**config.mk**
```make
export PLATFORM = sky130hd
export DESIGN_NAME = vga_board_scan
export DESIGN_NICKNAME = d
export VERILOG_FILES = /design/src/rtl/vga_board_scan.sv
export SDC_FILE = /design/constraint.sdc
export NUM_CORES = 1
export LEC_CHECK = 0
export ABC_AREA = 1
export BUFFER_PORTS_ARGS = -buffer_cell sky130_fd_sc_hd__buf_2
export CAP_MARGIN = 20
export CORE_MARGIN = 2
export CORE_UTILIZATION = 56
export DETAILED_ROUTE_END_ITERATION = 10
export PLACE_DENSITY = 0.8
export SYNTH_ARGS = -nofsm -noshare
export SYNTH_HDL_FRONTEND = slang
export SYNTH_SLANG_ARGS = --single-unit
```
**constraint.sdc**
```tcl
create_clock -name clk -period 2.12 [get_ports clk]
set_input_delay 0.424 -clock clk [delete_from_list [all_inputs] [get_ports clk]]
set_output_delay 0.424 -clock clk [all_outputs]
set_load 0.01 [all_outputs]
```
**src/rtl/vga_board_scan.sv**
```systemverilog
// vga_board_scan: VGA raster scan, sync and board-cell counters. The o_border flag is built only when VGA_BOARD_BORDER_EN is defined; otherwise it is tied to 0.
module vga_board_scan #(
    parameter int H_ACTIVE     = 640,
    parameter int H_FP         = 16,
    parameter int H_SYNC       = 96,
    parameter int H_BP         = 48,
    parameter int V_ACTIVE     = 480,
    parameter int V_FP         = 10,
    parameter int V_SYNC       = 2,
    parameter int V_BP         = 33,
    parameter int CELL_SHIFT   = 4,
    parameter int PIX_DIV      = 1,
    parameter int BOARD_WIDTH  = 40,
    parameter int BOARD_HEIGHT = 30
) (
    input  logic       clk,
    input  logic       i_rst,
    output logic       o_pix_en,
    output logic [9:0] o_col_counter,
    output logic [9:0] o_row_counter,
    output logic [5:0] o_col_counter_div,
    output logic [5:0] o_row_counter_div,
    output logic       o_active,
    output logic       o_hsync,
    output logic       o_vsync,
    output logic       o_frame_start,
    output logic       o_border
);
    localparam int H_TOTAL = H_ACTIVE + H_FP + H_SYNC + H_BP;
    localparam int V_TOTAL = V_ACTIVE + V_FP + V_SYNC + V_BP;
    localparam int HS_BEG  = H_ACTIVE + H_FP;
    localparam int HS_END  = HS_BEG + H_SYNC;
    localparam int VS_BEG  = V_ACTIVE + V_FP;
    localparam int VS_END  = VS_BEG + V_SYNC;

    logic [3:0] div;
    logic [9:0] col_nx, row_nx;
    logic [5:0] cdiv_nx, rdiv_nx;
    logic       col_wrap, row_wrap, act_nx;

    // Everything below is the state presented after the next pixel advance.
    assign o_pix_en = div == 4'(PIX_DIV - 1);
    assign col_wrap = o_col_counter == 10'(H_TOTAL - 1);
    assign row_wrap = o_row_counter == 10'(V_TOTAL - 1);
    assign col_nx   = col_wrap ? 10'd0 : o_col_counter + 10'd1;
    assign row_nx   = !col_wrap ? o_row_counter : row_wrap ? 10'd0 : o_row_counter + 10'd1;
    assign act_nx   = (col_nx < 10'(H_ACTIVE)) && (row_nx < 10'(V_ACTIVE));
    assign cdiv_nx  = act_nx ? 6'(col_nx >> CELL_SHIFT) : 6'h3F;
    assign rdiv_nx  = act_nx ? 6'(row_nx >> CELL_SHIFT) : 6'h3F;

    // Pixel-clock divider: wraps after PIX_DIV system clocks.
    always_ff @(posedge clk or posedge i_rst) begin
        if (i_rst) div <= 4'd0;
        else       div <= o_pix_en ? 4'd0 : div + 4'd1;
    end

    // Counters and decoded outputs advance together so they never skew.
    always_ff @(posedge clk or posedge i_rst) begin
        if (i_rst) begin
            o_col_counter     <= 10'd0;
            o_row_counter     <= 10'd0;
            o_col_counter_div <= 6'd0;
            o_row_counter_div <= 6'd0;
            o_active          <= 1'b1;
            o_hsync           <= 1'b1;
            o_vsync           <= 1'b1;
            o_frame_start     <= 1'b0;
        end else if (o_pix_en) begin
            o_col_counter     <= col_nx;
            o_row_counter     <= row_nx;
            o_col_counter_div <= cdiv_nx;
            o_row_counter_div <= rdiv_nx;
            o_active          <= act_nx;
            o_hsync           <= !((col_nx >= 10'(HS_BEG)) && (col_nx < 10'(HS_END)));
            o_vsync           <= !((row_nx >= 10'(VS_BEG)) && (row_nx < 10'(VS_END)));
            o_frame_start     <= col_wrap && row_wrap;
        end
    end

`ifdef VGA_BOARD_BORDER_EN
    logic edge_nx;
    assign edge_nx = act_nx && (cdiv_nx == 6'd0 || cdiv_nx == 6'(BOARD_WIDTH - 1) ||
                                rdiv_nx == 6'd0 || rdiv_nx == 6'(BOARD_HEIGHT - 1));

    // Board-edge flag, registered in step with the div counters.
    always_ff @(posedge clk or posedge i_rst) begin
        if (i_rst)         o_border <= 1'b0;
        else if (o_pix_en) o_border <= edge_nx;
    end
`else
    assign o_border = 1'b0;
`endif
endmodule

```
==> summary.md, run 1 <==
| Metric | Value |
|---|---|
| Worst min path class | primary input to async pin |
| Initial antenna violation count | 0 |
| Clock power frac | 46.2% |
| EDFF count, synth | 0 |
| Num CTS Buffers | 5 |
| Reg-to-Reg Start | o_row_counter[0]$_DFFE_PP0P_ |
| Yosys cell types | 34 |
| Placer Congestion | 0.915 |
| Sequential share of power | 52.6% |
| Final Slew Violations | 0 |
| Sequential fraction of the synthesis area | 43.4% |
| Unrepaired setup endpoints after global routing | no |
| Critical Path Start Type | flop |
| Clk pin slew, worst setup/hold paths | 0.09 ns |
| Post-synthesis net count | 316 |
| Switch share | 20.7% |
| Vias in the first global route | 1872 |
| Grt ovf | 0 |
| Worst Path Required | 2.36 ns |
| Seq cells post-synth | 40 |
| Clock Tree Buf Depth | 2 |
| Worst Setup SP | o_row_counter[0]$_DFFE_PP0P_ |
| Layout cell share with drive strength beyond 1 | 23.8% |
| Most frequent cells in the layout | nand2_1, nor2_1, inv_1 |
| Sink Count | 40 |
| Largest net degree at the start of global routing | 41 |
| Final cell count without fillers | 407 |
| PD cells | 532 nW/um^2 |
| Max Cap Viol | 0 |
| Remaining DRCs | 0 |
| Cell area after layout | 2730 um^2 |
| Leak | 0.00147 uW |
| Number of cell rows | 23 |
| Status | finished, final reports clean |
| FFs w/ async S/R, synth | 100% |
| Via/cell ratio | 5.15 |
| Die Ht | 68.3 um |
| FMAX | 508 MHz |
| Most used DFF post-synth | dfrtp_1 |
| Placed Area | 2590 um^2 |
| Setup violators final | 0 |
| All-Layer GR Usage | 24.4% |
| Cell Area, Synth | 2310 um^2 |
| First DRT Iteration DRCs | 159 |
| Most common cell after layout, fill and taps aside | nand2_1 |
| Tmin final | 1.97 ns |
| Synth-to-Final Area Change | 17.8% |
| Post-Route Utilization | 68.2% |
| Avg Cell Area, Syn | 7.51 um^2 |
| Starting Density | 57.8% |
| Yosys synthesis warning count | 0 |
| Final cycle utilization of the critical path | 92.8% |
| Worst-path fanout max | 6 |
| IO Pins | 40 |
| First-pass GRT wire length | 8510 um |
| DP Wirelength | 3880 um |
| Setup tns final | 0 ns |
| Final Hold Fails | 0 |
| DIE AREA | 4660 um^2 |
| Crit path capture type | flop |
| Post-route ant nets | 0 |
| Die Span X | 68.3 um |
| # placed instances | 399 |
| Critical path type | flop to flop |
| Wire length per cell | 13.0 um |
| Buffers on Ports | 38 |
| Cell count after synthesis | 308 |
| Worst r2r dst | o_vsync$_DFFE_PP1P_ |
| CTS Hold Bufs | 0 |
| Via count | 2097 |
| P_sw | 300 uW |
| Ant. Diodes | 0 |
| Worst setup path end | o_vsync$_DFFE_PP1P_ |
| Power Internal | 1150 uW |
| VDD IR max | 0.394 mV |
| Clock skew | 0.00893 ns |
| R2R Setup Slk | 0.15 ns |
| TritonCTS clock tree | done |
| Comb pwr share | 1.2% |
| Final #Nets | 364 |
| Placeable Area | 4000 um^2 |
| Worst skew pair latency | 0.30 ns |
| H-tree depth | 2 |
| First-pass iteration count of the detailed router | 4 |
| Slew @ Worst Pin | 0.516 ns |
| Root Buffer | clkbuf_8 |
| WP data arrival | 2.20 ns |
| Worst Reg-to-Reg Cells | 14 |
| Total Wirelength | 5300 um |
| Slew headroom | 65.6% |
## worst max-delay path, cell delays in order (launching register included)
cell and delay, ns:
dfrtp_1 0.40, inv_1 0.14, ha_1 0.18, nand2_1 0.05, nor2_1 0.12, nand4_2 0.10, buf_4 0.17, o21ai_0 0.08
nand2_1 0.07, nand2_1 0.15, nand3_1 0.09, nor2_1 0.14, nand3_1 0.09, nand2_1 0.07, inv_1 0.04
## final cells by class
cell class              count  area (um^2)
flip-flops and latches     40         1000
well taps                  50         62.6
inverters                  42          159
clock buffers               6         82.6
clock inverters             2         38.8
repair buffers             49          273
fillers                   346         1270
multi-input cells         218         1110
## synth_stat cells, drive strengths merged, types with 2 or more instances
| cell type | n | area share (%) |
|---|---|---|
| nand2 | 81 | 14 |
| nor2 | 63 | 12 |
| inv | 40 | 6.5 |
| dfrtp | 37 | 40 |
| o21ai | 26 | 6.4 |
| nand3 | 18 | 4.1 |
| nand4 | 8 | 3.1 |
| ha | 6 | 3.2 |
| buf | 5 | 2.0 |
| xnor2 | 4 | 1.5 |
| a21oi | 3 | 0.65 |
| clkbuf | 3 | 0.49 |
| dfstp | 3 | 3.4 |
| clkinv | 2 | 0.38 |
| nor3 | 2 | 0.43 |
| xor2 | 2 | 0.76 |
## per-layer routing
layer	vias to the layer above	routed length [um]	GRT usage, %	part of all wire (%)
met5	-	0	0	0
met4	0	81	7.50	1.5
met3	9	259	4.44	4.9
met2	58	2600	41.0	49
met1	975	2350	31.9	44
li1	1055	-	-	-
## kinds of logic after synthesis
group	after synthesis	synth area share [%]
AND/OR/NAND/NOR	173	33.4
buffers and inverters	50	9.36
XOR/XNOR	6	2.27
flip-flops	40	43.4
other	1	0.162
adder cells (fa/ha/maj)	6	3.24
AO/OA/AOI/OAI	31	7.68
multiplexers	1	0.433
## flip-flops by register name, indices dropped and copies added, names as in the netlist
register / count
o_hsync: 1
o_col_counter_div: 6
o_vsync: 1
o_row_counter: 10
o_active: 1
div: 4
o_frame_start: 1
o_row_counter_div: 6
o_col_counter: 10
## worst min path at each step
stage	endpoint	slack (ns)	depth (start not counted)
global route	o_col_counter_div[0]$_DFFE_PP0P_	0.30	3
detailed placement	o_row_counter_div[1]$_DFFE_PP0P_	0.47	2
floorplan	div[3]$_DFF_PP0_	0.45	1
global placement	o_active$_DFFE_PP1P_	0.46	2
finish	o_col_counter_div[5]$_DFFE_PP0P_	0.23	3
CTS	o_col_counter[5]$_DFFE_PP0P_	0.25	3
## power by group through the flow
stage	Clock [uW]	Combinational (uW)	Sequential (uW)
2_1_floorplan	0	13.3	778
3_3_place_gp	0	18.4	777
3_5_place_dp	0	18.8	777
4_1_cts	679	18.6	762
5_1_grt	705	21.2	763
6_report	669	17.6	762
## metrics by stage
stage / setup WS (ns) / total power (uW) / hold slack [ns]
after floorplan: 0.263 / 791 / 0.446
after global placement: 0.134 / 796 / 0.458
after detailed placement: 0.0720 / 796 / 0.467
after CTS: 0.0587 / 1460 / 0.247
after global routing: 0.00490 / 1490 / 0.300
final: 0.153 / 1450 / 0.235
## what timing repair did
| action | 4_1_cts | 5_1_grt |
|---|---|---|
| gates resized for setup | 0 | 3 |
| setup endpoints to repair | 0 | 10 |
| setup buffers | 0 | 0 |
No activity file was read; power rests on OpenSTA's default activity.
==> inputs of run 2 (changes only) <==
--- a/config.mk
+++ b/config.mk
@@ -6,10 +6,12 @@
 export NUM_CORES = 1
 export LEC_CHECK = 0
 export ABC_AREA = 1
+export ABC_CLOCK_PERIOD_IN_PS = 2120
 export BUFFER_PORTS_ARGS = -buffer_cell sky130_fd_sc_hd__buf_2
 export CAP_MARGIN = 20
 export CORE_MARGIN = 2
 export CORE_UTILIZATION = 56
+export CTS_CLUSTER_SIZE = 24
 export DETAILED_ROUTE_END_ITERATION = 10
 export PLACE_DENSITY = 0.8
 export SYNTH_ARGS = -nofsm -noshare
==> constraint.sdc (replaced) <==
create_clock -name clk -period 2.12 [get_ports clk]
set_input_delay 0.212 -clock clk [delete_from_list [all_inputs] [get_ports clk]]
set_output_delay 0.212 -clock clk [all_outputs]
set_load 0.01 [all_outputs]
==> run 2 against run 1 <==
Combinational power up 24%. Clock-buffer cell count unchanged. Die area unchanged. Via count fell by 1.6%. Fmax rose by 2.2%. Global-route usage grew 0.51 points. Power shrank 12%. Largest power group unchanged. Highest routed layer unchanged.
==> summary.md, run 2 (synthesis results as in run 1) <==
| Metric | Value |
|---|---|
| Die Span X | 68.3 um (unchanged) |
| PD cells | 470 nW/um^2 (-12%) |
| Tmin final | 1.92 ns (-0.0420 ns) |
| DP Worst Slack | 0.0989 ns (+0.0269 ns) |
| Die Ht | 68.3 um (unchanged) |
| Final Hold Fails | 0 (unchanged) |
| Leak | 0.00147 uW (-0.47%) |
| Critical path type | flop to flop |
| Worst min path class | flop to flop |
| Root Buffer | clkbuf_8 |
| First DRT Iteration DRCs | 176 (+11%) |
| Clock Tree Buf Depth | 2 (unchanged) |
| Buffers on Ports | 38 (unchanged) |
| Largest registers | o_col_counter (10), o_row_counter (10) |
| Via count | 2063 (-1.6%) |
| H-tree depth | 2 (unchanged) |
| Final cycle utilization of the critical path | 90.8% (-2.0 points) |
| Post-route ant nets | 0 (unchanged) |
| Clock skew | 0.00915 ns (+0.000215 ns) |
| Max Cap Viol | 0 (unchanged) |
| WP data arrival | 2.11 ns (-0.09 ns) |
| IO Pins | 40 (unchanged) |
| Number of cell rows | 23 (unchanged) |
| Ant. Diodes | 0 (unchanged) |
| Final #Nets | 366 (+0.55%) |
| Total Wirelength | 5200 um (-1.8%) |
| TritonCTS clock tree | done |
| Wire length per cell | 12.7 um (-2.3%) |
| DIE AREA | 4660 um^2 (unchanged) |
| Sink Count | 40 (unchanged) |
| FMAX | 520 MHz (+2.2%) |
| Largest net degree at the start of global routing | 41 (unchanged) |
| Hold Crit Start | o_active$_DFFE_PP1P_ |
| First-pass GRT wire length | 8580 um (+0.81%) |
| Worst skew pair latency | 0.29 ns (about the same) |
| Reg-to-Reg Start | o_col_counter[1]$_DFFE_PP0P_ |
| Via/cell ratio | 5.04 (-2.1%) |
| Worst-path fanout max | 11 (+5) |
| First-pass iteration count of the detailed router | 4 (unchanged) |
| Unrepaired setup endpoints after global routing | no |
| Crit path capture type | flop |
| Worst Setup SP | o_col_counter[1]$_DFFE_PP0P_ |
| Final WS setup | 0.195 ns (+0.0420 ns) |
| Post-CTS Setup Inserts | 0 (unchanged) |
| Worst Path Required | 2.31 ns (-0.05 ns) |
| Final Slew Violations | 0 (unchanged) |
| Layout cell share with drive strength beyond 1 | 24.0% (+0.15 points) |
| Synth-to-Final Area Change | 17.6% |
| Setup violators final | 0 (unchanged) |
| Setup tns final | 0 ns (unchanged) |
| Placeable Area | 4000 um^2 (unchanged) |
| Vias in the first global route | 1897 (+1.3%) |
| Status | finished, final reports clean |
| Remaining DRCs | 0 (unchanged) |
| Grt ovf | 0 (unchanged) |
| Most common cell after layout, fill and taps aside | nand2_1 |
| Critical Path Start Type | flop |
| Starting Density | 57.8% (unchanged) |
| All-Layer GR Usage | 24.9% (+0.51 points) |
| Initial antenna violation count | 0 (unchanged) |
| Clk pin slew, worst setup/hold paths | 0.08 ns (about the same) |
| DP Wirelength | 3860 um (-0.62%) |
| VDD IR max | 0.556 mV (+41%) |
| Placer Congestion | 0.918 (+0.35%) |
| Most frequent cells in the layout | nand2_1, nor2_1, inv_1, buf_2, dfrtp_1 |
| Num CTS Buffers | 5 (unchanged) |
[run 2: worst paths after layout]
check | to | slack (ns) | cells past startpoint
hold reg to reg | o_active$_DFFE_PP1P_ | 0.47 | 2
setup / recovery | o_col_counter_div[3]$_DFFE_PP0P_ | 0.20 | 12
min in group asynchronous | div[3]$_DFF_PP0_ | 0.51 | 4
max in group asynchronous | o_hsync$_DFFE_PP1P_ | 1.35 | 4
setup reg to reg | o_col_counter_div[3]$_DFFE_PP0P_ | 0.20 | 12
hold / removal | o_active$_DFFE_PP1P_ | 0.47 | 2
[run 2: area by class of cell]
type	instances	area [um^2]
tap	50	62.6
clock inverter	2	12.5
fill	343	1280
multi-input combinational	218	1110
timing repair buffer	51	303
sequential	40	1000
inverter	42	159
clock buffer	6	72.6
[run 2: worst max-delay path, stage by stage (launching register included)]
cell      delay, ns
dfrtp_1        0.40
ha_1           0.20
nand2_2        0.11
nor2_4         0.11
nand4_4        0.14
clkinv_2       0.13
nand2_1        0.06
nand2_1        0.11
nor2_1         0.08
nand2_2        0.12
nand3_4        0.16
nor2_1         0.15
nor2_1         0.05
[run 2: through the flow]
step           util, %  cell area [um^2]  hold slack (ns)  instances  total power (uW)
6_report          68.0              2720            0.471        409              1280
5_1_grt           68.0              2720            0.511        409              1330
4_1_cts           67.7              2710            0.471        409              1300
3_5_place_dp      65.3              2610            0.280        400               799
3_3_place_gp      65.3              2610            0.277        400               799
2_1_floorplan        -              2310            0.428        308               791
[run 2: what timing repair did]
action,CTS,global route
hold buffers,1,0
setup endpoints to repair,0,11
hold endpoints to repair,37,0
gates resized for setup,0,4
[run 2: report_power, final]
part,switching (uW),leakage (uW),total (uW),internal (uW)
Sequential,0,0.000524,763,763
Clock,264,0.0000412,494,230
Combinational,16.1,0.000903,21.9,5.82
Total,280,0.00147,1280,998
[run 2: layer usage]
metal / track usage [%] / vias up / part of all wire (%)
met5: 0 / - / 0
met4: 8.50 / 0 / 1.5
met3: 4.93 / 10 / 3.9
met2: 40.4 / 52 / 49
met1: 33.3 / 945 / 46
li1: - / 1056 / -
